### src/rtl/mole_gen.sv
// Mole spawner: lights one of 18 mole LEDs after a dark gap and judges switch
// presses against it, emitting single-cycle hit, miss and timeout events.
`timescale 1ns/1ps
module mole_gen #(
  parameter int unsigned MS_DIV      = 50000,
  parameter int unsigned DWELL_L1_MS = 1000,
  parameter int unsigned DWELL_L2_MS = 700,
  parameter int unsigned DWELL_L3_MS = 400,
  parameter int unsigned GAP_MS      = 100,
  parameter logic [15:0] LFSR_SEED   = 16'hACE1
) (
  input  logic        clk,
  input  logic        rst_n,
  input  logic        game_active,
  input  logic [1:0]  speed_level,
  input  logic [17:0] switches,
  output logic [17:0] leds,
  output logic [4:0]  mole_idx,
  output logic        hit_pulse,
  output logic        miss_pulse,
  output logic        timeout_pulse
);

  localparam int unsigned NUM_MOLES = 18;
  localparam int unsigned IW        = 5;
  localparam int unsigned MW        = 10;
  localparam int unsigned PW        = (MS_DIV > 1) ? $clog2(MS_DIV) : 1;

  typedef enum logic [1:0] {IDLE, GAP, UP} state_t;

  state_t                 state, state_d;
  logic [PW-1:0]          pre_q;
  logic [MW-1:0]          ms_q;
  logic [MW-1:0]          dwell_q, dwell_d, dwell_sel;
  logic [15:0]            lfsr_q;
  logic [NUM_MOLES-1:0]   sw_q, rise;
  logic [NUM_MOLES-1:0]   leds_d;
  logic [IW-1:0]          idx_d, cand_m, cand;
  logic                   hit_d, miss_d, timeout_d;
  logic                   ms_tick, gap_done, dwell_done, target_hit, wrong_press;
  logic [MW:0]            ms_next;

  // Datapath helpers: edges, ms timebase, candidate mole and dwell selection
  always_comb begin
    rise        = switches & ~sw_q;
    target_hit  = |(rise & leds);
    wrong_press = |(rise & ~leds);
    ms_tick     = (pre_q == PW'(MS_DIV - 1));
    ms_next     = {1'b0, ms_q} + (MW+1)'(1);
    gap_done    = ms_tick && (ms_next == (MW+1)'(GAP_MS));
    dwell_done  = ms_tick && (ms_next == {1'b0, dwell_q});
    cand_m      = (lfsr_q[4:0] >= IW'(NUM_MOLES)) ? lfsr_q[4:0] - IW'(NUM_MOLES) : lfsr_q[4:0];
    if (cand_m == mole_idx) cand = (cand_m == IW'(NUM_MOLES - 1)) ? IW'(0) : cand_m + IW'(1);
    else                    cand = cand_m;
    case (speed_level)
      2'd2:    dwell_sel = MW'(DWELL_L2_MS);
      2'd3:    dwell_sel = MW'(DWELL_L3_MS);
      default: dwell_sel = MW'(DWELL_L1_MS);
    endcase
  end

  // Next-state and next-output logic
  always_comb begin
    state_d   = state;
    leds_d    = leds;
    idx_d     = mole_idx;
    dwell_d   = dwell_q;
    hit_d     = 1'b0;
    miss_d    = 1'b0;
    timeout_d = 1'b0;
    case (state)
      IDLE: begin
        leds_d = '0;
        if (game_active) state_d = GAP;
      end
      GAP: begin
        leds_d = '0;
        if (!game_active) begin
          state_d = IDLE;
        end else if (gap_done) begin
          state_d = UP;
          idx_d   = cand;
          leds_d  = NUM_MOLES'(1) << cand;
          dwell_d = dwell_sel;
        end
      end
      UP: begin
        if (!game_active) begin
          state_d = IDLE;
          leds_d  = '0;
        end else if (target_hit) begin
          hit_d   = 1'b1;
          state_d = GAP;
          leds_d  = '0;
        end else if (wrong_press) begin
          miss_d  = 1'b1;
        end else if (dwell_done) begin
          timeout_d = 1'b1;
          state_d   = GAP;
          leds_d    = '0;
        end
      end
      default: begin
        state_d = IDLE;
        leds_d  = '0;
      end
    endcase
  end

  // State, outputs and switch history
  always_ff @(posedge clk or negedge rst_n) begin
    if (!rst_n) begin
      state         <= IDLE;
      leds          <= '0;
      mole_idx      <= '0;
      dwell_q       <= '0;
      hit_pulse     <= 1'b0;
      miss_pulse    <= 1'b0;
      timeout_pulse <= 1'b0;
      sw_q          <= '0;
    end else begin
      state         <= state_d;
      leds          <= leds_d;
      mole_idx      <= idx_d;
      dwell_q       <= dwell_d;
      hit_pulse     <= hit_d;
      miss_pulse    <= miss_d;
      timeout_pulse <= timeout_d;
      sw_q          <= switches;
    end
  end

  // Free-running LFSR, taps 16,14,13,11
  always_ff @(posedge clk or negedge rst_n) begin
    if (!rst_n) lfsr_q <= LFSR_SEED;
    else        lfsr_q <= {lfsr_q[14:0], lfsr_q[15] ^ lfsr_q[13] ^ lfsr_q[12] ^ lfsr_q[10]};
  end

  // ms timebase restarts on every state change
  always_ff @(posedge clk or negedge rst_n) begin
    if (!rst_n) begin
      pre_q <= '0;
      ms_q  <= '0;
    end else if (state_d != state) begin
      pre_q <= '0;
      ms_q  <= '0;
    end else if (ms_tick) begin
      pre_q <= '0;
      ms_q  <= ms_q + MW'(1);
    end else begin
      pre_q <= pre_q + PW'(1);
    end
  end

endmodule

### config.mk
export PLATFORM = sky130hd
export DESIGN_NAME = mole_gen
export DESIGN_NICKNAME = d
export VERILOG_FILES = /design/src/rtl/mole_gen.sv
export SDC_FILE = /design/constraint.sdc
export NUM_CORES = 1
export LEC_CHECK = 0
export ABC_AREA = 0
export BUFFER_PORTS_ARGS = -buffer_cell sky130_fd_sc_hd__buf_2
export CAP_MARGIN = 20
export CORE_ASPECT_RATIO = 0.5
export CORE_UTILIZATION = 59
export CTS_CLUSTER_DIAMETER = 50
export DETAILED_ROUTE_END_ITERATION = 8
export HOLD_SLACK_MARGIN = 0.03
export PLACE_DENSITY = 0.9
export REMOVE_ABC_BUFFERS = 1
export SLEW_MARGIN = 40
export SYNTH_ARGS = -nofsm -noshare
export SYNTH_HDL_FRONTEND = slang
export SYNTH_SLANG_ARGS = --single-unit
### constraint.sdc
create_clock -name clk -period 4 [get_ports clk]
set_input_delay 0 -clock clk [delete_from_list [all_inputs] [get_ports clk]]
set_output_delay 0 -clock clk [all_outputs]
set_load 0.01 [all_outputs]
After elaboration in Yosys (flattened, before gate mapping):

Index checks and enable logic that the tools add are counted.

* input bits: 23
* bits in registers: 98
* word-level logic and storage cells: 81

* shifts and indexed selects: 1
* order comparisons: 1
* bitwise operators: 8
* reductions and logical operators: 8
* muxes and demuxes: 35
* $add $sub $neg: 5
* equality and inequality tests: 12

Operator list (number)
* 18-bit 2-to-1 mux: 6
* 18-bit AND: 3
* 18-bit inverter: 2
* 18-bit case mux with 2 select lines: 1
* 18-bit OR reduction: 2
* 16-bit 2-to-1 mux: 2
* 10-bit 2-to-1 mux: 2
* 10-bit case mux with 2 select lines: 1
* 1-bit by 5-bit left shift with 18-bit output, first input constant: 1
* 16-bit by 1-bit adder with 16-bit output, second input constant: 1
* 16-bit == test, second input constant: 1
* 5-bit 2-to-1 mux: 3
* 2-bit 2-to-1 mux: 7
* 1-bit 2-to-1 mux: 12
* 10-bit by 1-bit adder with 11-bit output, second input constant: 1
* 11-bit by 10-bit == test with 1-bit output: 1
* 11-bit by 7-bit == test with 1-bit output, second input constant: 1
* 10-bit by 1-bit adder with 10-bit output, second input constant: 1
* 4-bit != test, second input constant: 2
* 2-bit == test, second input constant: 3
* 2-bit case mux with 3 select lines: 1
* 5-bit by 1-bit adder with 5-bit output, second input constant: 1
* 5-bit == test: 1
* 5-bit == test, second input constant: 1
* other kinds (10): 13

Depth between registers and ports, before layout:

* depth after elaboration: 10
* depth in mapped cells: 13
* mapped depth without buffers: 12

Least setup slack after synthesis:

No wires, ideal clock.

* kind: reg-to-reg
* start: register lfsr_q[1]
* end: register leds[17]
* path slack: 1.017 ns
* data arrival time: 2.862 ns
* cell stages (with the launch flop): 11
* library setup time: 0.121 ns
* data required time: 3.879 ns
* cells stage by stage: dfrtp_1 -> clkbuf_1 -> inv_1 -> ha_1 -> and3b_1 -> o32a_1 -> xnor2_1 -> nor4b_4 -> mux2i_1 -> nor3_2 -> a22o_1

* cells in the longest elaborated chain, start to end: 9
* elaborated cells on any way between the ends: 12

Ends and longest elaborated chain
* start: declaration: line 35 `logic [15:0] lfsr_q;`
* start signal: assignment: line 136 `else lfsr_q <= {lfsr_q[14:0], lfsr_q[15] ^ lfsr_q[13] ^ lfsr_q[12] ^ lfsr_q[10]};`
* 5-bit subtractor or 5-bit greater-or-equal comparator (tied branches): line 52 `cand_m = (lfsr_q[4:0] >= IW'(NUM_MOLES)) ? lfsr_q[4:0] - IW'(NUM_MOLES) : lfsr_q[4:0];`
* 5-bit 2-to-1 mux (*): line 52
* 5-bit by 1-bit adder with 5-bit output or 5-bit == test (tied branches): line 53 `if (cand_m == mole_idx) cand = (cand_m == IW'(NUM_MOLES - 1)) ? IW'(0) : cand_m + IW'(1);`
* 5-bit 2-to-1 mux: line 53
* 5-bit 2-to-1 mux (*): line 53
* 1-bit by 5-bit left shift with 18-bit output (*): line 83 `leds_d = NUM_MOLES'(1) << cand;`
* 18-bit 2-to-1 mux (*): line 80 `end else if (gap_done) begin`
* 18-bit 2-to-1 mux (*): line 78 `if (!game_active) begin`
* 18-bit case mux with 2 select lines (*): line 71 `case (state)`
* end signal: assignment: line 123 `leds <= leds_d;`
* end: declaration: line 17 `output logic [17:0] leds,`

Mark *: on every way between the ends. The rest lies on a longest branch, timed or not.
A chain may end at the register's enable or synchronous reset.

Worst setup path after layout:

* start: register lfsr_q[1]
* end: register leds[7]

The elaborated chain is that of the path after synthesis.

==> flow_metrics.tcl <==
set metrics [dict create \
    maxCapViolCount 0 \
    synthCells 455 \
    sw_frac_of_total 0.216 \
    drt_iter0_drc 474 \
    postCtsSetupRepairBufs 0 \
    slowest_delay_ps 550 \
    ir_worst_vdd_uv 241 \
    end_kind "flop" \
    initial_utilization 0.611 \
    finClkSkew_ps 9.08 \
    p_leak_nw 2.55 \
    max_freq_mhz 299 \
    crit_slowest_cell "dfrtp_1" \
    fin_crit_sh 0.835 \
    pwr-share-comb 0.046 \
    cts.path.max_buffers 2 \
    path_class "reg2reg" \
    synth-main-ff-cell "dfrtp_1" \
    status "completed" \
    final_cell_mix "86 x dfrtp_1, 47 x buf_2, 46 x nor2_1, 27 x xnor2_1, 22 x dlygate4sd3_1" \
    p_sw_uw 436 \
    grt.total_usage 0.312 \
    power_frac_seq 0.481 \
    dr_total_vias 4097 \
    path_clk_slew_ps 70 \
    grt.overflow.total 0 \
    fp.dieW_microns 131 \
    grt_first_pass_wirelength_microns 20600 \
    pwr-share-clk 0.473 \
    clock_latency_ps 360 \
    firstDrtPassIters 5 \
    cts_root_buf "clkbuf_16" \
    ys_seq_area_frac 0.480 \
    dieArea_sq_um 8740 \
    synth_area_per_cell_sq_um 10.8 \
    gp_routability_congestion 0.898 \
    fin_tns_setup_ps 0 \
    intPower_mw 1.58 \
    cts_tree "done" \
    routedWlPerCell_microns 20.2 \
    finalCriticalPeriod_ps 3340 \
    numPortBuffers 48 \
    rows 23 \
    relSlewSlack 0.514 \
    syn_area_sq_um 4920 \
    grt_max_degree 59 \
    fp.dieH_microns 66.6 \
    ant_nets 0 \
    drc_errors 0 \
    clock_sinks 94 \
    synthToLayoutAreaGrowth_pct 17.3 \
    htree_levels 3 \
    crit_chain "inv_1 -> ha_1 -> and3b_1 -> o32a_1 -> xnor2_1 -> nor4b_4 -> mux2i_1 -> nor2_1 -> a32o_1" \
    synthArstFlopShare 1.00 \
    arrival_ps 3580 \
    layout-drive-gt1-share 0.211 \
    crit_path_start_kind "flop" \
    synth_edf_count 0 \
    first_global_vias 3955 \
    dpl.hpwl_microns 7380 \
    ioPinCount 49 \
    crit_required_ps 4240 \
    cts_buffers 9 \
    wl_microns 12900 \
    synth_warnings 0 \
    antenna_found_initial 0 \
    crit_fanout 13 \
    layout.nets 549 \
    finalSetupViolCount 0 \
    layout_commonest_cell "dfrtp_1" \
    fp.coreArea_sq_um 8060 \
    hold_viol_final 0 \
    synth.distinct_cells 72 \
    fin_total_pwr_mw 2.02 \
    hold_ws_ps 239 \
    tightestPinTransition_ps 729 \
    ys_ff_latch 94 \
    slew_violations 0 \
    rsz0062_at_grt "false" \
    via_per_inst 6.42 \
    p_per_area_nw_per_um2 350 \
    hold_path.class "in2async" \
]
==> per-layer routing <==
metal | track usage | part of all wire
met1 | 0.371 | 0.40
met2 | 0.510 | 0.46
met3 | 0.101 | 0.084
met4 | 0.184 | 0.050
met5 | 0 | 0
==> flip-flops by register name, indices dropped and copies added (netlist names) <==
register,count
dwell_q,6
pre_q,16
state,2
hit_pulse,1
mole_idx,5
ms_q,10
timeout_pulse,1
leds,18
miss_pulse,1
lfsr_q,16
sw_q,18
==> through the flow <==
stage,area [sq um],instances,setup WS [ps],utilization
finish,5780,638,659,0.717
global route,5770,637,355,0.716
CTS,5770,637,546,0.716
detailed placement,5220,599,658,0.647
global placement,5220,599,843,0.647
floorplan,4820,438,1130,-
==> repair_timing <==
action,in CTS,in global routing
gates resized for setup,0,0
hold buffers,22,0
endpoints found under the setup margin,0,0
endpoints found under the hold margin,72,0
==> layout make-up <==
type                            count  area, sq um
Multi-Input combinational cell    329         2410
Sequential cell                    94         2360
Fill cell                         514         2280
Timing Repair Buffer               71          470
Clock buffer                       11          253
Tap cell                          112          140
Clock inverter                      5         81.3
Inverter                           15         56.3
Antenna cell                        1         2.50
==> synth_stat cells (all sizes together), types with 2 or more instances <==
library cell | number | area share
dfrtp | 86 | 0.44
nor2 | 46 | 0.035
xnor2 | 28 | 0.054
nand3 | 21 | 0.022
nand2 | 20 | 0.015
nand3b | 20 | 0.030
nor3b | 19 | 0.030
inv | 15 | 0.011
a21oi | 13 | 0.014
buf | 13 | 0.017
nor3 | 13 | 0.015
and3 | 12 | 0.015
xor2 | 12 | 0.021
nand2b | 10 | 0.013
o21ai | 10 | 0.011
nand4 | 9 | 0.016
dfstp | 8 | 0.043
mux2 | 8 | 0.018
a31oi | 6 | 0.0076
a32o | 6 | 0.012
ha | 6 | 0.015
mux2i | 6 | 0.015
o2bb2ai | 6 | 0.011
nor2b | 5 | 0.0064
nor4 | 5 | 0.0076
a22o | 4 | 0.0071
clkbuf | 4 | 0.0030
nor4b | 4 | 0.016
a211oi | 3 | 0.0081
and4 | 3 | 0.0053
o211ai | 3 | 0.0046
or2 | 3 | 0.0038
a21o | 2 | 0.0030
and2 | 2 | 0.0025
and4bb | 2 | 0.0051
nand4b | 2 | 0.0066
o21a | 2 | 0.0030
o31ai | 2 | 0.0030
or3b | 2 | 0.0041
or4 | 2 | 0.0038
==> cell families after synthesis <==
| group | Yosys count | share of synthesized area |
|---|---|---|
| AO/OA/AOI/OAI | 67 | 0.108 |
| XOR/XNOR | 40 | 0.0750 |
| adder cells (fa/ha/maj) | 6 | 0.0152 |
| buffers and inverters | 32 | 0.0315 |
| flip-flops | 94 | 0.480 |
| multiplexers | 14 | 0.0330 |
| AND/OR/NAND/NOR | 202 | 0.258 |
==> final timing paths <==
path                                startpoint              endpoint  slack (ps)  depth (start not counted)
max                        lfsr_q[1]$_DFF_PN0_   leds[7]$_DFFE_PN0P_         660                          9
min reg2reg                lfsr_q[9]$_DFF_PN0_  lfsr_q[10]$_DFF_PN1_         350                          0
max reg2reg                lfsr_q[1]$_DFF_PN0_   leds[7]$_DFFE_PN0P_         660                          9
min                                      rst_n    pre_q[9]$_DFF_PN0_         240                          2
min in group clk                  switches[12]    sw_q[12]$_DFF_PN0_         310                          2
max in group asynchronous                rst_n     sw_q[4]$_DFF_PN0_        2790                          3
==> power by group through the flow <==
stage | Sequential, mW | Clock [mW] | Combinational (mW)
final | 0.973 | 0.956 | 0.0924
after global routing | 0.973 | 0.996 | 0.0994
after CTS | 0.972 | 0.956 | 0.0881
after detailed placement | 0.988 | 0 | 0.0691
after global placement | 0.988 | 0 | 0.0672
after floorplan | 0.987 | 0 | 0.0268
==> critical path: cells and delay by family (launching register included) <==
family / cells / cell delay, ps
compound gates: 2 / 690
mux: 1 / 540
simple gates: 3 / 820
fa+ha+maj: 1 / 270
flops: 1 / 550
buf+inv: 1 / 90
xor+xnor: 1 / 260
Note: power is estimated with default switching activity, not from simulation.
